### src/rtl/gpio_filt_pkg.sv
// gpio_filt_pkg: shared defaults and per-bit filter state for gpio_in_filter.
// Edge outputs are built only when GPIO_FILT_EDGE_EN is defined.
package gpio_filt_pkg;

    localparam int GPIO_WIDTH = 32;
    localparam int GPIO_CNT_W = 8;

    // IDLE: synchronised level agrees with the accepted level.
    // COUNT: they disagree and the stable-time is being measured.
    typedef enum logic {
        IDLE  = 1'b0,
        COUNT = 1'b1
    } filt_state_e;

endpackage

### src/rtl/gpio_filt_bit.sv
// gpio_filt_bit: one pad bit -- 2-flop synchroniser, debounce counter,
// accepted level, and (with GPIO_FILT_EDGE_EN) rise/fall pulses.
module gpio_filt_bit
    import gpio_filt_pkg::*;
#(
    parameter int CNT_W = GPIO_CNT_W
) (
    input  logic             clk,
    input  logic             rst_n,
    input  logic             pad,
    input  logic             filt_en,
    input  logic [CNT_W-1:0] debounce_len,
    output logic             level,
    output logic             rise,
    output logic             fall
);

    logic             s1;
    logic             s2;
    logic             stable;
    logic [CNT_W-1:0] cnt;
    logic [CNT_W-1:0] len_m1;
    filt_state_e      state;

    // A length of 0 is treated as 1, so the threshold never underflows.
    assign len_m1 = (debounce_len == '0) ? '0
                                         : debounce_len - CNT_W'(1);

    assign state = (s2 == stable) ? IDLE : COUNT;

    // Bring the asynchronous pad level into the clock domain.
    always_ff @(posedge clk) begin
        if (!rst_n) begin
            s1 <= 1'b0;
            s2 <= 1'b0;
        end else begin
            s1 <= pad;
            s2 <= s1;
        end
    end

    // Accept a new level once it has persisted for the stable-time.
    always_ff @(posedge clk) begin
        if (!rst_n) begin
            cnt    <= '0;
            stable <= 1'b0;
        end else if (!filt_en) begin
            cnt    <= '0;
            stable <= s2;
        end else begin
            unique case (state)
                IDLE: begin
                    cnt <= '0;
                end
                COUNT: begin
                    if (cnt >= len_m1) begin
                        stable <= s2;
                        cnt    <= '0;
                    end else begin
                        cnt <= cnt + CNT_W'(1);
                    end
                end
            endcase
        end
    end

    assign level = stable;

`ifdef GPIO_FILT_EDGE_EN
    logic stable_q;

    // Remember the previous accepted level for edge detection.
    always_ff @(posedge clk) begin
        if (!rst_n) begin
            stable_q <= 1'b0;
        end else begin
            stable_q <= stable;
        end
    end

    assign rise = stable & ~stable_q;
    assign fall = ~stable & stable_q;
`else
    assign rise = 1'b0;
    assign fall = 1'b0;
`endif

endmodule

### src/rtl/gpio_in_filter.sv
// gpio_in_filter: per-bit synchronise + debounce of pad inputs for GPIO_I.
// Define GPIO_FILT_EDGE_EN to build the rise_o/fall_o edge pulses.
module gpio_in_filter
    import gpio_filt_pkg::*;
#(
    parameter int WIDTH = GPIO_WIDTH,
    parameter int CNT_W = GPIO_CNT_W
) (
    input  logic             PCLK,
    input  logic             PRESETn,
    input  logic [WIDTH-1:0] pad_i,
    input  logic [WIDTH-1:0] filt_en,
    input  logic [CNT_W-1:0] debounce_len,
    output logic [WIDTH-1:0] gpio_i_o,
    output logic [WIDTH-1:0] rise_o,
    output logic [WIDTH-1:0] fall_o
);

    // Bits are independent; only the stable-time is shared.
    for (genvar i = 0; i < WIDTH; i++) begin : g_bit
        gpio_filt_bit #(
            .CNT_W(CNT_W)
        ) u_bit (
            .clk         (PCLK),
            .rst_n       (PRESETn),
            .pad         (pad_i[i]),
            .filt_en     (filt_en[i]),
            .debounce_len(debounce_len),
            .level       (gpio_i_o[i]),
            .rise        (rise_o[i]),
            .fall        (fall_o[i])
        );
    end

endmodule
### config.mk
export PLATFORM = sky130hd
export DESIGN_NAME = gpio_in_filter
export DESIGN_NICKNAME = d
export VERILOG_FILES = /design/src/rtl/gpio_filt_pkg.sv /design/src/rtl/gpio_filt_bit.sv /design/src/rtl/gpio_in_filter.sv
export SDC_FILE = /design/constraint.sdc
export NUM_CORES = 1
export LEC_CHECK = 0
export ABC_AREA = 0
export BUFFER_PORTS_ARGS = -buffer_cell sky130_fd_sc_hd__buf_2
export CAP_MARGIN = 10
export CORE_MARGIN = 2
export CORE_UTILIZATION = 45
export CTS_CLUSTER_DIAMETER = 80
export CTS_CLUSTER_SIZE = 12
export DETAILED_ROUTE_END_ITERATION = 8
export GPL_TIMING_DRIVEN = 0
export PLACE_DENSITY_LB_ADDON = 0.1
export SLEW_MARGIN = 25
export SYNTH_ARGS = -nofsm -noshare
export SYNTH_HDL_FRONTEND = slang
export SYNTH_SLANG_ARGS = --single-unit
### constraint.sdc
create_clock -name PCLK -period 11.5 [get_ports PCLK]
set_input_delay 1.15 -clock PCLK [delete_from_list [all_inputs] [get_ports PCLK]]
set_output_delay 1.15 -clock PCLK [all_outputs]
set_load 0.02 [all_outputs]
Word-level counts from Yosys, hierarchy flattened --
Index checks and enable logic that the tools add are counted.
Cells by class: add/subtract/negate cells 33, multipliers 0, div/mod/pow operators 0, $lt $le $gt $ge 32, equality and inequality tests 96, shift operators 0, mux-type cells 193, bitwise logic cells 0, reduce and logical (&&, ||, !) cells 65
Operators with widths (number):
- case mux 8 bit (2 select lines) | 32
- 2-to-1 mux 8 bit | 33
- adder 8 x 1 -> 8 bit (second input constant) | 32
- >= comparator 8 bit | 32
- 2-to-1 mux 1 bit | 128
- AND reduction 2 bit | 64
- inequality test 2 x 1 -> 1 bit (second input constant) | 32
- inequality test 2 bit (second input constant) | 32
- equality test 1 bit | 32
- logical NOT 8 bit | 1
- subtractor 8 x 1 -> 8 bit (second input constant) | 1
Word-level totals: register bits 352, bits in latches 0, RAM bits 0, bits in read-only memories 0, input bits 74, output and inout bits 96, logic and storage cells 547, memories 0

Longest topological paths before layout --
depth in word-level cells 6, depth in mapped cells 12, mapped depth without buffers 12

Hierarchy --
Synthesis repeated with hierarchy kept, for this count alone.
Unflattened totals: cells, all modules 2817, area total of the unflattened synthesis 24708.7 um^2
By module, submodules not included:
- gpio_filt_bit (g_bit[19].u_bit ...) | instances 15, cells each 88, area an instance 782.0 um^2, seq. area each 220.2 um^2
- gpio_filt_bit (g_bit[0].u_bit ...) | instances 14, cells each 88, area an instance 762.0 um^2, seq. area each 220.2 um^2
- gpio_filt_bit (g_bit[8].u_bit) | instances 1, cells each 87, area an instance 778.2 um^2, seq. area each 220.2 um^2
- gpio_filt_bit (g_bit[9].u_bit) | instances 1, cells each 87, area an instance 773.2 um^2, seq. area each 220.2 um^2
- gpio_filt_bit (g_bit[7].u_bit) | instances 1, cells each 91, area an instance 759.5 um^2, seq. area each 220.2 um^2

Least setup slack after synthesis --
Ideal clock, no wire load.
path type in2reg, start input port debounce_len[3], end register g_bit[21].u_bit.cnt[2], setup time 0.069 ns, arrival time 4.939 ns, data required time 11.431 ns, slack 6.492 ns, stages on the path 9, path buffers 0, path through or3_1 -> or3_1 -> or3_1 -> a21oi_1 -> ha_1 -> and3_1 -> a221oi_1 -> nand4_1 -> nor2_1
On the way: word-level cells in the longest chain between the ends 5, elaborated cells on any way between the ends 6, those cells by class 1 x add/sub; 1 x order compare; 3 x mux; 1 x reduce/logical
Ends and longest elaborated chain:
- from (decl) | RTL line gpio_in_filter.sv:13 | input logic [CNT_W-1:0] debounce_len,
- subtractor 8 x 1 -> 8 bit / logical NOT 8 bit (equally long branches) | RTL line gpio_filt_bit.sv:27, gpio_filt_bit.sv:26
- 2-to-1 mux 8 bit * | RTL line gpio_filt_bit.sv:26 | assign len_m1 = (debounce_len == '0) ? '0
- >= comparator 8 bit * | RTL line gpio_filt_bit.sv:56 | if (cnt >= len_m1) begin
- 2-to-1 mux 8 bit * | RTL line gpio_filt_bit.sv:56
- case mux 8 bit (2 select lines) * | RTL line gpio_filt_bit.sv:51 | unique case (state)
- to (signal assigned) | RTL line gpio_filt_bit.sv:60 | cnt <= cnt + CNT_W'(1);
- to (decl) | RTL line gpio_filt_bit.sv:21 | logic [CNT_W-1:0] cnt;
Every way passes the cells marked *; elsewhere a longest branch is shown, timed or not. A chain may end at the register's enable or synchronous reset.

Worst setup path after layout --
start input port debounce_len[3], end register g_bit[30].u_bit.cnt[0]
On the way: word-level cells in the longest chain between the ends 5, elaborated cells on any way between the ends 6, those cells by class 1 x add/sub; 1 x order compare; 3 x mux; 1 x reduce/logical
Ends and longest elaborated chain (RTL line):
- subtractor 8 x 1 -> 8 bit / logical NOT 8 bit (equally long branches) | gpio_filt_bit.sv:27, gpio_filt_bit.sv:26
- 2-to-1 mux 8 bit * | gpio_filt_bit.sv:26
- >= comparator 8 bit * | gpio_filt_bit.sv:56
- 2-to-1 mux 8 bit * | gpio_filt_bit.sv:56
- case mux 8 bit (2 select lines) * | gpio_filt_bit.sv:51
- to (signal assigned) | gpio_filt_bit.sv:60
- to (decl) | gpio_filt_bit.sv:21
Marked as above.

==> run_results.csv <==
group,metric,value,unit
outcome,status,"completed",
finish,fin_util,51.70,%
clocking,clock-sinks,352,
critical_path,critPathRequiredTime,11950,ps
clocking,clockBufferDepth,3,
critical_path,cp.arrival,4840,ps
timing,slew_violations,0,
routing,drcViolationCount,0,
synthesis,synthFlopType,"dfxtp_1",
global_routing,grt_max_degree,33,
timing,rsz0062_at_grt,"false",
timing,slew-limit-headroom,36.98,%
routing,vias,14561,
placement,place_ws,6532,ps
routing,final_antenna_net_count,0,
timing,setup_slack,7108,ps
routing,drtIter0Drc,567,
power_and_ir_drop,leakagePower,10.12,nW
finish,drive_above_1_share,11.13,%
routing,wl_per_cell,15.84,um
synthesis,synth_top_cell_area_share,36.70,%
global_routing,grt_pass1_vias,14126,
critical_path,ff2ff_path_depth,7,
critical_path,cp-end-kind,"register",
floorplan,die_w,210.6,um
synthesis,synth_cell_types,32,
timing,hold_viol_final,0,
timing,tightest_slew,945.4,ps
power_and_ir_drop,total_power,2.541,mW
synthesis,synth.area.top_cells,"dfxtp_1, ha_1, xor2_1",
clocking,htreeDepth,2,
clocking,postCtsSetupBuffers,0,
synthesis,synthArstFlopShare,0,%
job,maxCapViolCount,0,
timing,max_freq,227.7,MHz
clocking,cts_tree,"yes",
global_routing,grt_use_total,20.47,%
synthesis,syn-cell-area,19200,um2
worst_hold_path,min_path_cells,1,
global_routing,antenna_found_initial,4,
finish,syn2layout_area_growth,13.20,%
synthesis,synth_edf_count,0,
synthesis,synth_seq_area_share,36.70,%
clocking,clock_latency,540,ps
clocking,cts_buffers,35,
finish,post-route-cell-area,21730,um2
placement,place_area,20790,um2
timing,setup_viol,0,
clocking,clockRootBuffer,"clkbuf_16",
floorplan,dieHeight,210.6,um
clocking,cts_resized,0,
routing,drt_wl_total,44850,um
synthesis,synth.avg_cell_area,9.230,um2
finish,fin_nets,2651,
routing,first_pass_iters,5,
floorplan,start_util,45.67,%
placement,gp_congestion,0.8034,
synthesis,synth_most_common_cell,"dfxtp_1",
clocking,clk_transition_reported_paths,60,ps
timing,fin_crit,4392,ps
routing,via_per_inst,5.142,
power_and_ir_drop,peakVddDrop,0.0001042,V
worst_hold_path,holdCritPathClass,"register to register",
floorplan,ios,170,
power_and_ir_drop,powerDensity,116.9,nW/um2
critical_path,critPathLaunchType,"input port",
timing,tns,0,ps
timing,fin_skew,13.11,ps
floorplan,rows,75,
floorplan,die_area,44330,um2
placement,post-dp-hpwl,30620,um
synthesis,synth_common_cells,"dfxtp_1, ha_1, nor2_1, nand3_1, xor2_1",
synthesis,synth_cells,2080,
critical_path,path_max_fanout,32,
synthesis,yosysWarnings,0,
global_routing,grt_overflow,0,
synthesis,synth_largest_area_cell,"dfxtp_1",
placement,port_buffers,104,
critical_path,path_class,"input port to register",
synthesis,ys_seq_elements,352,
floorplan,coreArea,42040,um2
global_routing,grt_pass1_wl,72640,um
clocking,ctsHoldBuffers,0,
timing,post-route-period-util,38.19,%
[power by group]
group / internal, mW / switching [mW]
clock network: 0.569 / 0.469
registers: 1.24 / 0.0110
logic: 0.100 / 0.155
total: 1.91 / 0.636
[registers in the layout (all words and copies together) (netlist names)]
name,flops
g_bit.u_bit.s1,32
g_bit.u_bit.cnt,256
g_bit.u_bit.s2,32
g_bit.u_bit.level,32
[worst max-delay path: stages]
cell and delay (ps):
buf_2 120, or3_1 380, or3_1 330, or3b_4 500
nand2b_4 560, ha_1 370, nor2b_1 140, o211a_1 200
o311ai_1 450, nand4_1 410, nor2_1 230
[worst paths after layout]
check	slack (ps)	end	startpoint
min	420	g_bit[10].u_bit.s2$_SDFF_PN0_	g_bit[10].u_bit.s1$_SDFF_PN0_
min reg2reg	420	g_bit[10].u_bit.s2$_SDFF_PN0_	g_bit[10].u_bit.s1$_SDFF_PN0_
max	7110	g_bit[30].u_bit.cnt[0]$_SDFF_PP0_	debounce_len[3]
max reg2reg	9300	g_bit[13].u_bit.cnt[2]$_SDFF_PP0_	g_bit[13].u_bit.cnt[0]$_SDFF_PP0_
[kinds of logic (layout without fill, tap and decap cells)]
kind of cell	count (synthesis)	after routing	synth area share, %
buf+inv	220	368	6.178
simple gates	784	784	19.97
mux	1	1	0.05865
flops	352	352	36.70
xor+xnor	228	228	10.40
fa+ha+maj	289	289	18.83
other cells	1	66	0.01953
compound gates	205	205	7.834
[layout by cell type (no fill, tap or decap), drive strengths merged, types with 32 or more instances in the layout]
master	netlist	final
dfxtp	352	352
ha	289	289
nor2	281	281
buf	96	204
nand3	198	198
xor2	175	175
inv	106	106
and3	71	71
and2	65	65
conb	1	64
clkbuf	18	57
xnor2	53	53
nand2	47	47
o21ai	40	40
a21oi	35	35
nand2b	33	33
nand4	32	32
[layout make-up]
cell class / count / area (um2)
multi-input cells: 1571 / 11250
fillers: 3986 / 20310
clock buffers: 39 / 933.4
clock inverters: 1 / 8.758
well taps: 539 / 674.4
plain buffers: 114 / 789.5
flip-flops and latches: 352 / 7047
diodes: 2 / 5.005
inverters: 106 / 397.9
repair buffers: 108 / 623.1
[metrics by stage]
| step | std cells | hold WS [ps] |
|---|---|---|
| final | 2832 | 422.5 |
| after global placement | 2786 | 413.4 |
| after detailed placement | 2790 | 418.3 |
| after global routing | 2831 | 431.8 |
| after floorplan | 2143 | 411.9 |
| after CTS | 2830 | 423.3 |
[routing by layer]
metal  routed length [um]  vias to the layer above  part of all wire, %  track usage, %
met4                  942                        4                  2.1           6.144
met1                21890                     6756                   49           27.55
li1                     -                     7505                    -               -
met2                20250                      229                   45           33.94
met3                 1730                       67                  3.9           3.054
met5                   29                        -                0.065               0
No activity file was read; power rests on OpenSTA's default activity.
